<file path="src/rtl/memory_unit_pkg.sv">
// Shared definitions for the memory unit host: FSM states, memory line
// encodings, bus widths and the upstream request payload.
package memory_unit_pkg;

  localparam int unsigned ADR_W  = 3;
  localparam int unsigned DATA_W = 8;
  localparam int unsigned CNT_W  = 8;

  // Memory line encodings
  localparam logic OP_WRITE     = 1'b1;
  localparam logic OP_READ      = 1'b0;
  localparam logic SEL_ACTIVE   = 1'b1;
  localparam logic SEL_HOLD     = 1'b0;
  localparam logic MEM_RW_READ  = 1'b1;
  localparam logic MEM_RW_WRITE = 1'b0;

  // Memory FSM state {A,B} when idle
  localparam logic [1:0] MEM_IDLE_AB = 2'b11;

  typedef enum logic [2:0] {
    INIT,
    IDLE,
    WR,
    RD,
    SETTLE,
    RESP
  } state_t;

  typedef struct packed {
    logic              write;
    logic [ADR_W-1:0]  adr;
    logic [DATA_W-1:0] data;
  } req_t;

endpackage

</file>
<file path="src/rtl/memory_unit_host_timer.sv">
// Loadable saturating down-counter shared by the host FSM phases.
// Ports: clk, rst (sync, active-high), load/load_val (reload),
//        count (registered value), done_c (count has reached zero).
module memory_unit_host_timer
  import memory_unit_pkg::*;
(
  input  logic             clk,
  input  logic             rst,
  input  logic             load,
  input  logic [CNT_W-1:0] load_val,
  output logic [CNT_W-1:0] count,
  output logic             done_c
);

  // Load wins over decrement; holds at zero once reached
  always_ff @(posedge clk) begin
    if (rst) begin
      count <= '0;
    end else if (load) begin
      count <= load_val;
    end else if (count != '0) begin
      count <= count - CNT_W'(1);
    end
  end

  assign done_c = (count == '0);

endmodule

</file>
<file path="src/rtl/memory_unit_host.sv">
// Initiator for the 8x8 memory unit. Takes single-word read/write requests
// on a valid/ready port, sequences the memory op/select/adr/in lines, waits
// for the valid/rw acknowledge (with timeout) and returns one response.
// Ports:
//   clk, rst                      clock, sync active-high reset
//   req_valid/req_ready           upstream request handshake
//   req_write/req_adr/req_data    request payload
//   resp_valid/resp_ready         response handshake
//   resp_data/resp_err            read data (0 for writes/errors), timeout flag
//   mem_op/mem_select/mem_adr/mem_in   memory command lines
//   mem_out/mem_valid/mem_rw/mem_a/mem_b  memory status and read data
module memory_unit_host
  import memory_unit_pkg::*;
#(
  parameter int unsigned INIT_CYCLES    = 3,
  parameter int unsigned SETTLE_CYCLES  = 2,
  parameter int unsigned TIMEOUT_CYCLES = 8
) (
  input  logic              clk,
  input  logic              rst,
  input  logic              req_valid,
  output logic              req_ready,
  input  logic              req_write,
  input  logic [ADR_W-1:0]  req_adr,
  input  logic [DATA_W-1:0] req_data,
  output logic              resp_valid,
  input  logic              resp_ready,
  output logic [DATA_W-1:0] resp_data,
  output logic              resp_err,
  output logic              mem_op,
  output logic              mem_select,
  output logic [ADR_W-1:0]  mem_adr,
  output logic [DATA_W-1:0] mem_in,
  input  logic [DATA_W-1:0] mem_out,
  input  logic              mem_valid,
  input  logic              mem_rw,
  input  logic              mem_a,
  input  logic              mem_b
);

  // INIT spends one cycle arming the timer, so the load is two short
  localparam logic [CNT_W-1:0] INIT_LOAD   = (INIT_CYCLES > 2) ? CNT_W'(INIT_CYCLES - 2) : '0;
  localparam logic [CNT_W-1:0] TMO_LOAD    = (TIMEOUT_CYCLES > 0) ? CNT_W'(TIMEOUT_CYCLES - 1) : '0;
  localparam logic [CNT_W-1:0] SETTLE_LOAD = (SETTLE_CYCLES > 0) ? CNT_W'(SETTLE_CYCLES - 1) : '0;

  state_t            state, state_n;
  logic              init_armed, init_armed_n;
  logic              init_ext, init_ext_n;
  logic              req_ready_n, resp_valid_n, resp_err_n;
  logic [DATA_W-1:0] resp_data_n;
  logic              mem_op_n, mem_select_n;
  logic [ADR_W-1:0]  mem_adr_n;
  logic [DATA_W-1:0] mem_in_n;

  logic              tmr_load;
  logic [CNT_W-1:0]  tmr_val;
  logic [CNT_W-1:0]  tmr_count;
  logic              tmr_done_c;

  req_t              req_in_c;
  logic [1:0]        mem_ab_c;
  logic              first_c;
  logic              ack_c;

  assign req_in_c = '{write: req_write, adr: req_adr, data: req_data};
  assign mem_ab_c = {mem_a, mem_b};
  // Timer still holds its load value only in the first wait cycle
  assign first_c  = (tmr_count == TMO_LOAD);
  // Acknowledge counts only with the rw direction matching the operation
  assign ack_c    = mem_valid && (mem_rw == ((state == RD) ? MEM_RW_READ : MEM_RW_WRITE));

  memory_unit_host_timer u_timer (
    .clk      (clk),
    .rst      (rst),
    .load     (tmr_load),
    .load_val (tmr_val),
    .count    (tmr_count),
    .done_c   (tmr_done_c)
  );

  // State and registered outputs
  always_ff @(posedge clk) begin
    if (rst) begin
      state      <= INIT;
      init_armed <= 1'b0;
      init_ext   <= 1'b0;
      req_ready  <= 1'b0;
      resp_valid <= 1'b0;
      resp_data  <= '0;
      resp_err   <= 1'b0;
      mem_op     <= OP_READ;
      mem_select <= SEL_HOLD;
      mem_adr    <= '0;
      mem_in     <= '0;
    end else begin
      state      <= state_n;
      init_armed <= init_armed_n;
      init_ext   <= init_ext_n;
      req_ready  <= req_ready_n;
      resp_valid <= resp_valid_n;
      resp_data  <= resp_data_n;
      resp_err   <= resp_err_n;
      mem_op     <= mem_op_n;
      mem_select <= mem_select_n;
      mem_adr    <= mem_adr_n;
      mem_in     <= mem_in_n;
    end
  end

  // Next state and next output values
  always_comb begin
    logic go_idle;
    logic go_settle;

    state_n      = state;
    init_armed_n = init_armed;
    init_ext_n   = init_ext;
    req_ready_n  = req_ready;
    resp_valid_n = resp_valid;
    resp_data_n  = resp_data;
    resp_err_n   = resp_err;
    mem_op_n     = mem_op;
    mem_select_n = mem_select;
    mem_adr_n    = mem_adr;
    mem_in_n     = mem_in;
    tmr_load     = 1'b0;
    tmr_val      = '0;
    go_idle      = 1'b0;
    go_settle    = 1'b0;

    unique case (state)
      INIT: begin
        mem_op_n     = OP_READ;
        mem_select_n = SEL_HOLD;
        if (!init_armed) begin
          init_armed_n = 1'b1;
          tmr_load     = 1'b1;
          tmr_val      = INIT_LOAD;
        end else if ((init_ext || tmr_done_c) && (mem_ab_c == MEM_IDLE_AB)) begin
          go_idle = 1'b1;
        end else if (tmr_done_c) begin
          // Memory not idle yet: wait a bounded extra interval, then proceed
          if (init_ext) begin
            go_idle = 1'b1;
          end else begin
            init_ext_n = 1'b1;
            tmr_load   = 1'b1;
            tmr_val    = TMO_LOAD;
          end
        end
      end

      IDLE: begin
        if (req_valid && req_ready) begin
          req_ready_n  = 1'b0;
          mem_select_n = SEL_ACTIVE;
          mem_adr_n    = req_in_c.adr;
          tmr_load     = 1'b1;
          tmr_val      = TMO_LOAD;
          if (req_in_c.write) begin
            state_n  = WR;
            mem_op_n = OP_WRITE;
            mem_in_n = req_in_c.data;
          end else begin
            state_n  = RD;
            mem_op_n = OP_READ;
          end
        end
      end

      WR, RD: begin
        if (!first_c && ack_c) begin
          go_settle   = 1'b1;
          resp_err_n  = 1'b0;
          resp_data_n = (state == RD) ? mem_out : '0;
        end else if (tmr_done_c) begin
          go_settle   = 1'b1;
          resp_err_n  = 1'b1;
          resp_data_n = '0;
        end
      end

      SETTLE: begin
        if (tmr_done_c) begin
          state_n      = RESP;
          resp_valid_n = 1'b1;
          mem_adr_n    = '0;
          mem_in_n     = '0;
        end
      end

      RESP: begin
        if (resp_valid && resp_ready) begin
          state_n      = IDLE;
          resp_valid_n = 1'b0;
          resp_err_n   = 1'b0;
          resp_data_n  = '0;
          req_ready_n  = 1'b1;
        end
      end

      default: begin
        state_n = INIT;
      end
    endcase

    if (go_idle) begin
      state_n      = IDLE;
      req_ready_n  = 1'b1;
      init_armed_n = 1'b0;
      init_ext_n   = 1'b0;
    end

    if (go_settle) begin
      state_n      = SETTLE;
      mem_op_n     = OP_READ;
      mem_select_n = SEL_HOLD;
      tmr_load     = 1'b1;
      tmr_val      = SETTLE_LOAD;
    end
  end

endmodule

</file>
<file path="config.mk">
export PLATFORM = sky130hd
export DESIGN_NAME = memory_unit_host
export DESIGN_NICKNAME = d
export VERILOG_FILES = /design/src/rtl/memory_unit_pkg.sv /design/src/rtl/memory_unit_host_timer.sv /design/src/rtl/memory_unit_host.sv
export SDC_FILE = /design/constraint.sdc
export NUM_CORES = 1
export LEC_CHECK = 0
export ABC_AREA = 1
export CAP_MARGIN = 20
export CORE_ASPECT_RATIO = 1.4
export CORE_MARGIN = 2
export CORE_UTILIZATION = 47
export CTS_CLUSTER_SIZE = 28
export DETAILED_ROUTE_END_ITERATION = 10
export PLACE_DENSITY = 0.83
export SLEW_MARGIN = 20
export SYNTH_ARGS = -nofsm -noshare
export SYNTH_HDL_FRONTEND = slang
export SYNTH_HIERARCHICAL = 1
export SYNTH_SLANG_ARGS = --single-unit
</file>
<file path="constraint.sdc">
create_clock -name clk -period 3 [get_ports clk]
set_clock_uncertainty 0.2 [all_clocks]
set_input_delay 0.3 -clock clk [delete_from_list [all_inputs] [get_ports clk]]
set_output_delay 0.3 -clock clk [all_outputs]
set_load 0.005 [all_outputs]
</file>
==> impl_results.md, run 1 <==
* Arrival @ worst endpoint at 2540 ps
* Number of H-tree levels at 2
* Hold Crit Class: register to register
* First-pass GRT wire length at 7493 um
* Antenna violations before repair at 0
* Largest net degree at the start of global routing at 29
* Syn Inst Count at 256
* Crit. End Element: register
* Final #Nets at 345
* CTS max path bufs at 2
* IO Count at 52
* Mapped cell area at 1784 um2
* Simple-gate share of the synthesized area at 33.10%
* Final setup fails at 0
* Total number of vias at 1866
* Hold slack at 269.1 ps
* CP max FO at 10
* Syn avg cell area at 6.970 um2
* Synth Area in Compound Gates at 15.50%
* Worst setup SP type: register
* FMAX at 396.6 MHz
* Die Width at 56.07 um
* Setup TNS at 0 ps
* Register area share after synthesis at 41.51%
* Tot GR Track Use at 21.58%
* Utilization after layout at 67.41%
* Grt total ovfl at 0
* Max_cap viols at 0
* R2r worst-path depth at 14
* Post-CTS Setup Bufs at 0
* Die Y at 76.90 um
* Initial DRC Count at 75
* Core area at 3643 um2
* Routed wire length at 4494 um
* Vias per cell at 5.198
* WP data required at 3020 ps
* Worst setup endpoint: u_timer/count[2]$_SDFFE_PP0P_
* Full die area at 4312 um2
* Total CTS buffers at 5
* Status: finished clean
* Setup CP Type: register to register
* # port buffers at 51
* Reg2Reg Launch Point: u_timer/count[0]$_SDFFE_PP0P_
* DRT antenna net count at 0
* Standard-cell row count at 26
* DR WL/cell at 12.52 um
* CTS tree: done
* Hold Buf Count CTS at 0
* Static Leak at 0.9570 nW
* Synth Area in Adders at 0.7013%
* Tcrit/Tclk final at 84.05%
* GP Congestion at 0.8573
* RSZ-0062 raised after global routing: false
* DP Wirelength at 3332 um
* Number of global-route vias before repair at 1757
* Initial core utilization at 48.97%
* Router iterations before antenna repair at 4
* Final Max Slew Viols at 0
* Yosys cell types at 31
* Total power divided by cell area at 676.9 nW/um2
* DRC errors left at 0
* Synth Register Bits at 37
* Worst reg-to-reg setup slack at 480 ps
* Clock transition at path regs at 70 ps
* Final Hold Viols at 0
* Mux contribution to synthesized area at 0%
* Maximum vdd ir drop at 0.5974 mV
* Reg2reg end: u_timer/count[2]$_SDFFE_PP0P_
* Min Tclk post-route at 2521 ps
* Hold Startpoint: mem_adr[0]$_SDFFE_PP0P_
* Root buf cell: clkbuf_8
* Synth-to-layout area growth at 37.66%
* Pwr Total at 0.001663 W
* XOR/XNOR Fraction of Synth Area at 1.473%
* # diodes at 0
* CTS Sinks at 37
* Clk_lat worst skew at 300 ps
* Share of cells above drive strength 1 at 7.886%
* Yosys warnings at 6
* Largest family of logic cells by synthesized area: simple AND/OR/NAND/NOR gates
* Post-CTS resize count at 0
* Crit path from: u_timer/count[0]$_SDFFE_PP0P_
-- cell usage after synthesis (all sizes together) --
library cell,count,area (um2)
clkbuf,2,7.510
a21boi,1,7.510
o31ai,1,7.510
o22ai,2,12.51
nand3b,1,7.510
a31oi,2,12.51
o211ai,1,7.510
clkinv,1,3.750
a211oi,1,7.510
conb,1,3.750
nor3,5,30.03
nand4,2,12.51
nor2,28,131.4
nand2,59,229.0
xor2,1,8.760
nand2b,8,50.05
o21ai,7,35.03
a21oi,35,186.4
buf,2,10.01
nand3,26,130.1
xnor2,2,17.52
inv,30,112.6
dfxtp,37,740.7
ha,1,12.51
-- metrics by stage --
step | setup slack, ps | cells | area, um2
final | 478.5 | 359 | 2456
after global routing | 215.3 | 359 | 2456
after CTS | 499.6 | 359 | 2456
after detailed placement | 518.4 | 351 | 2360
after global placement | 594.9 | 351 | 2360
after floorplan | 759.2 | 260 | 1799
-- worst min path at each step --
| stage | end | slack, ps | cells after the start |
|---|---|---|---|
| 2_1_floorplan | resp_data[3]$_SDFFE_PP0P_ | 170 | 1 |
| 3_5_place_dp | mem_in[6]$_SDFFE_PP0P_ | 260 | 2 |
| 6_report | mem_adr[0]$_SDFFE_PP0P_ | 270 | 2 |
| 4_1_cts | mem_adr[0]$_SDFFE_PP0P_ | 270 | 2 |
| 3_3_place_gp | mem_in[6]$_SDFFE_PP0P_ | 250 | 2 |
| 5_1_grt | mem_adr[0]$_SDFFE_PP0P_ | 300 | 2 |
-- kinds of logic after synthesis --
kind of cell | count (synthesis)
buf+inv | 35
simple gates | 129
other cells | 1
flops | 37
xor+xnor | 3
fa+ha+maj | 1
compound gates | 50
-- per-layer routing --
metal	global-route usage [%]	up-vias	routed length, um
li1	-	946	-
met1	22.69	851	1735
met2	38.82	58	2323
met3	6.239	11	309
met4	9.762	0	127
met5	0	-	0
-- critical path: stages, from the launching register on --
cell,delay [ps]
dfxtp_1,320
inv_1,130
ha_1,240
nand2_2,130
nor2_8,180
inv_1,100
a21oi_1,160
nand2_1,90
a21oi_1,140
nor2_1,50
nand2_1,250
inv_2,110
nand2_2,120
inv_2,50
nor3_1,160
-- cell usage in the layout (no fill, tap or decap), types with 2 or more instances in the layout --
cell type / instances
a21oi_1: 34
dfxtp_1: 37
nand2b_1: 8
nand2_1: 56
nand2_2: 3
nand4_1: 2
o21ai_0: 4
inv_2: 5
o22ai_1: 2
clkbuf_8: 6
buf_4: 2
xnor2_1: 2
a31oi_1: 2
nor2_1: 23
conb_1: 5
o21ai_1: 3
clkdlybuf4s50_1: 51
nor2_2: 4
nand3_1: 26
inv_1: 25
nor3_1: 4
-- power by group --
part | leakage, nW | total [W] | switching, W | internal, W
logic | 0.605 | 0.000658 | 0.000398 | 0.000261
clock network | 0.0512 | 0.000368 | 0.000182 | 0.000186
registers | 0.301 | 0.000637 | 0.0000730 | 0.000564
total | 0.957 | 0.00166 | 0.000652 | 0.00101
-- sequential cells by signal, indices dropped and copies added (netlist names) --
name,cells
init_armed,1
init_ext,1
mem_adr,3
mem_in,8
mem_op,1
mem_select,1
req_ready,1
resp_data,8
resp_err,1
resp_valid,1
state,3
u_timer/count,8
-- final cells by class --
class | instances | area (um2)
clock inverter | 2 | 13.76
fill | 317 | 1187
tap | 42 | 52.55
inverter | 31 | 116.4
sequential | 37 | 740.7
multi-input combinational | 188 | 924.6
clock buffer | 6 | 82.58
timing repair buffer | 53 | 525.5
(Power assumes the default switching activity.)
==> run 2: changes to the inputs <==
CORE_UTILIZATION = 42   (was 47)
PLACE_DENSITY = 0.79   (was 0.83)
clock period = 2.2 ns   (was 3 ns; I/O delays follow)
==> run 2 against run 1 <==
Sequential power is 34% higher. Setup slack worse by 320 ps. Register-to-register slack worse by 320 ps. Die area is 11% higher. Total power is 48% higher. Clock power is 36% higher. Critical endpoint is now u_timer/count[0]$_SDFFE_PP0P_.
==> impl_results.md, run 2 (synthesis results as in run 1) <==
* Maximum vdd ir drop at 0.4520 mV (-24%)
* Antenna violations before repair at 0 (unchanged)
* DP Wirelength at 3356 um (+0.74%)
* Core area at 4169 um2 (+14%)
* Standard-cell row count at 28 (+7.7%)
* Regs by FF count: mem_in (8), resp_data (8), u_timer/count (8)
* Crit. End Element: register
* Share of cells above drive strength 1 at 11.69% (+3.8 points)
* R2r worst-path depth at 13 (-1)
* GP Congestion at 0.8748 (+2.0%)
* Die Width at 59.09 um (+5.4%)
* Full die area at 4793 um2 (+11%)
* Reg2Reg Launch Point: u_timer/count[1]$_SDFFE_PP0P_
* Clock power share at 20.4% (-1.7 points)
* Hold Buf Count CTS at 0 (unchanged)
* Post-Place Cell Area at 2411 um2 (+2.2%)
* Tcrit/Tclk final at 92.60% (+8.6 points)
* Total CTS buffers at 5 (unchanged)
* Number of global-route vias before repair at 1708 (-2.8%)
* Hold Crit Class: register to register
* Reg2reg end: u_timer/count[0]$_SDFFE_PP0P_
* DRT antenna net count at 0 (unchanged)
* Hold Startpoint: mem_adr[1]$_SDFFE_PP0P_
* Pwr Total at 0.002460 W (+48%)
* Max_cap viols at 0 (unchanged)
* Arrival @ worst endpoint at 2040 ps (-500 ps)
* Static Leak at 1.011 nW (+5.7%)
* Root buf cell: clkbuf_8
* Worst hold stages at 2 (unchanged)
* Initial core utilization at 42.80% (-6.2 points)
* Total number of vias at 1864 (-0.11%)
* Routed wire length at 4449 um (-1.0%)
* Router iterations before antenna repair at 4 (unchanged)
* Post-route cell area at 2561 um2 (+4.3%)
* # port buffers at 51 (unchanged)
* Clock transition at path regs at 70 ps (about the same)
* IO Count at 52 (unchanged)
* Most common cell after layout, fill and taps aside: nand2_1
* Sw frac at 38.91% (-0.32 points)
* Status: finished clean
* Die Y at 81.12 um (+5.5%)
* CTS max path bufs at 2 (unchanged)
* Number of H-tree levels at 2 (unchanged)
* CTS tree: done
* Sequential Power Share at 34.7% (-3.6 points)
* Total power divided by cell area at 960.7 nW/um2 (+42%)
* Initial DRC Count at 66 (-12%)
* DRC errors left at 0 (unchanged)
* Worst reg-to-reg setup slack at 160 ps (-320 ps)
* Utilization after layout at 61.43% (-6.0 points)
* Largest net degree at the start of global routing at 26 (-10%)
* Vias per cell at 5.038 (-3.1%)
* FMAX at 490.8 MHz (+24%)
* CP max FO at 8 (-2)
* Commonest non-fill, non-tap cells in the layout: nand2_1 (55), clkdlybuf4s50_1 (51), dfxtp_1 (37), a21oi_1 (32), nand3_1 (26)
* Min Tclk post-route at 2037 ps (-484.2 ps)
* Synth-to-layout area growth at 43.55%
* Worst Hold Path EP: mem_adr[1]$_SDFFE_PP0P_
* DR WL/cell at 12.02 um (-3.9%)
* Final Max Slew Viols at 0 (unchanged)
* CTS Sinks at 37 (unchanged)
* Final Hold Viols at 0 (unchanged)
* Worst setup SP type: register
* First-pass GRT wire length at 7217 um (-3.7%)
* # diodes at 0 (unchanged)
* Grt total ovfl at 0 (unchanged)
* Setup CP Type: register to register
* Fill cells at 377 (+19%)
* Clk_lat worst skew at 290 ps (about the same)
* Final #Nets at 353 (+2.3%)
* Final setup fails at 0 (unchanged)
* Net switching power at 0.0009574 W (+47%)
* P_int at 0.001503 W (+49%)
* WP data required at 2210 ps (-810 ps)
* Comb pwr share at 44.9% (+5.3 points)
* Tot GR Track Use at 19.62% (-2.0 points)
[run 2: how the worst max path moves through the flow]
stage / from / endpoint / depth (start not counted)
after global placement: u_timer/count[0]$_SDFFE_PP0P_ / u_timer/count[1]$_SDFFE_PP0P_ / 14
after detailed placement: u_timer/count[0]$_SDFFE_PP0P_ / u_timer/count[0]$_SDFFE_PP0P_ / 13
after global routing: u_timer/count[1]$_SDFFE_PP0P_ / u_timer/count[0]$_SDFFE_PP0P_ / 13
final: u_timer/count[1]$_SDFFE_PP0P_ / u_timer/count[0]$_SDFFE_PP0P_ / 13
after CTS: u_timer/count[0]$_SDFFE_PP0P_ / u_timer/count[0]$_SDFFE_PP0P_ / 13
after floorplan: u_timer/count[0]$_SDFFE_PP0P_ / u_timer/count[1]$_SDFFE_PP0P_ / 16
[run 2: cell type report]
class	count	area, um2	area share, %
sequential	37	740.7	28.92
tap	45	56.30	2.198
clock buffer	6	82.58	3.224
multi-input combinational	188	962.2	37.57
timing repair buffer	61	589.3	23.01
clock inverter	2	13.76	0.5374
inverter	31	116.4	4.543
[run 2: layer usage]
layer	vias to the layer above	GRT usage, %	routed length, um
li1	970	-	-
met1	831	21.47	1777
met2	46	34.78	2325
met3	17	4.459	204
met4	0	9.773	141
met5	-	0	0
[run 2: power by group through the flow]
stage / combinational [W] / sequential [W] / clock [W]
after global placement: 0.000966 / 0.000865 / 0
after floorplan: 0.000687 / 0.000860 / 0
after CTS: 0.000986 / 0.000852 / 0.000516
after global routing: 0.00124 / 0.000864 / 0.000539
after detailed placement: 0.000980 / 0.000868 / 0
final: 0.00110 / 0.000854 / 0.000502
[run 2: metrics by stage]
| step | setup TNS [ps] | setup slack [ps] | std cells | hold slack, ps |
|---|---|---|---|---|
| after floorplan | 0 | 14.94 | 260 | 89.07 |
| after global placement | 0 | 127.6 | 360 | 252.1 |
| after detailed placement | 0 | 27.50 | 360 | 254.6 |
| after CTS | 0 | 7.642 | 368 | 267.3 |
| after global routing | -32.85 | -21.97 | 370 | 285.7 |
| final | 0 | 162.7 | 370 | 261.4 |
[run 2: worst max-delay path, stage by stage (launching register included)]
cell and delay, ps:
dfxtp_1 310, inv_1 90, ha_4 170, nand2_4 80, nor2_8 110, inv_1 90
a21oi_2 140, nand2_2 80, a21oi_2 120, nor2_1 50, nand2_1 110, buf_6 140
o21ai_0 90, nor3_1 180
[run 2: repair_timing]
item                       4_1_cts  5_1_grt
gates resized for setup          0        9
setup endpoints to repair        0        8
buffers inserted                 0        2
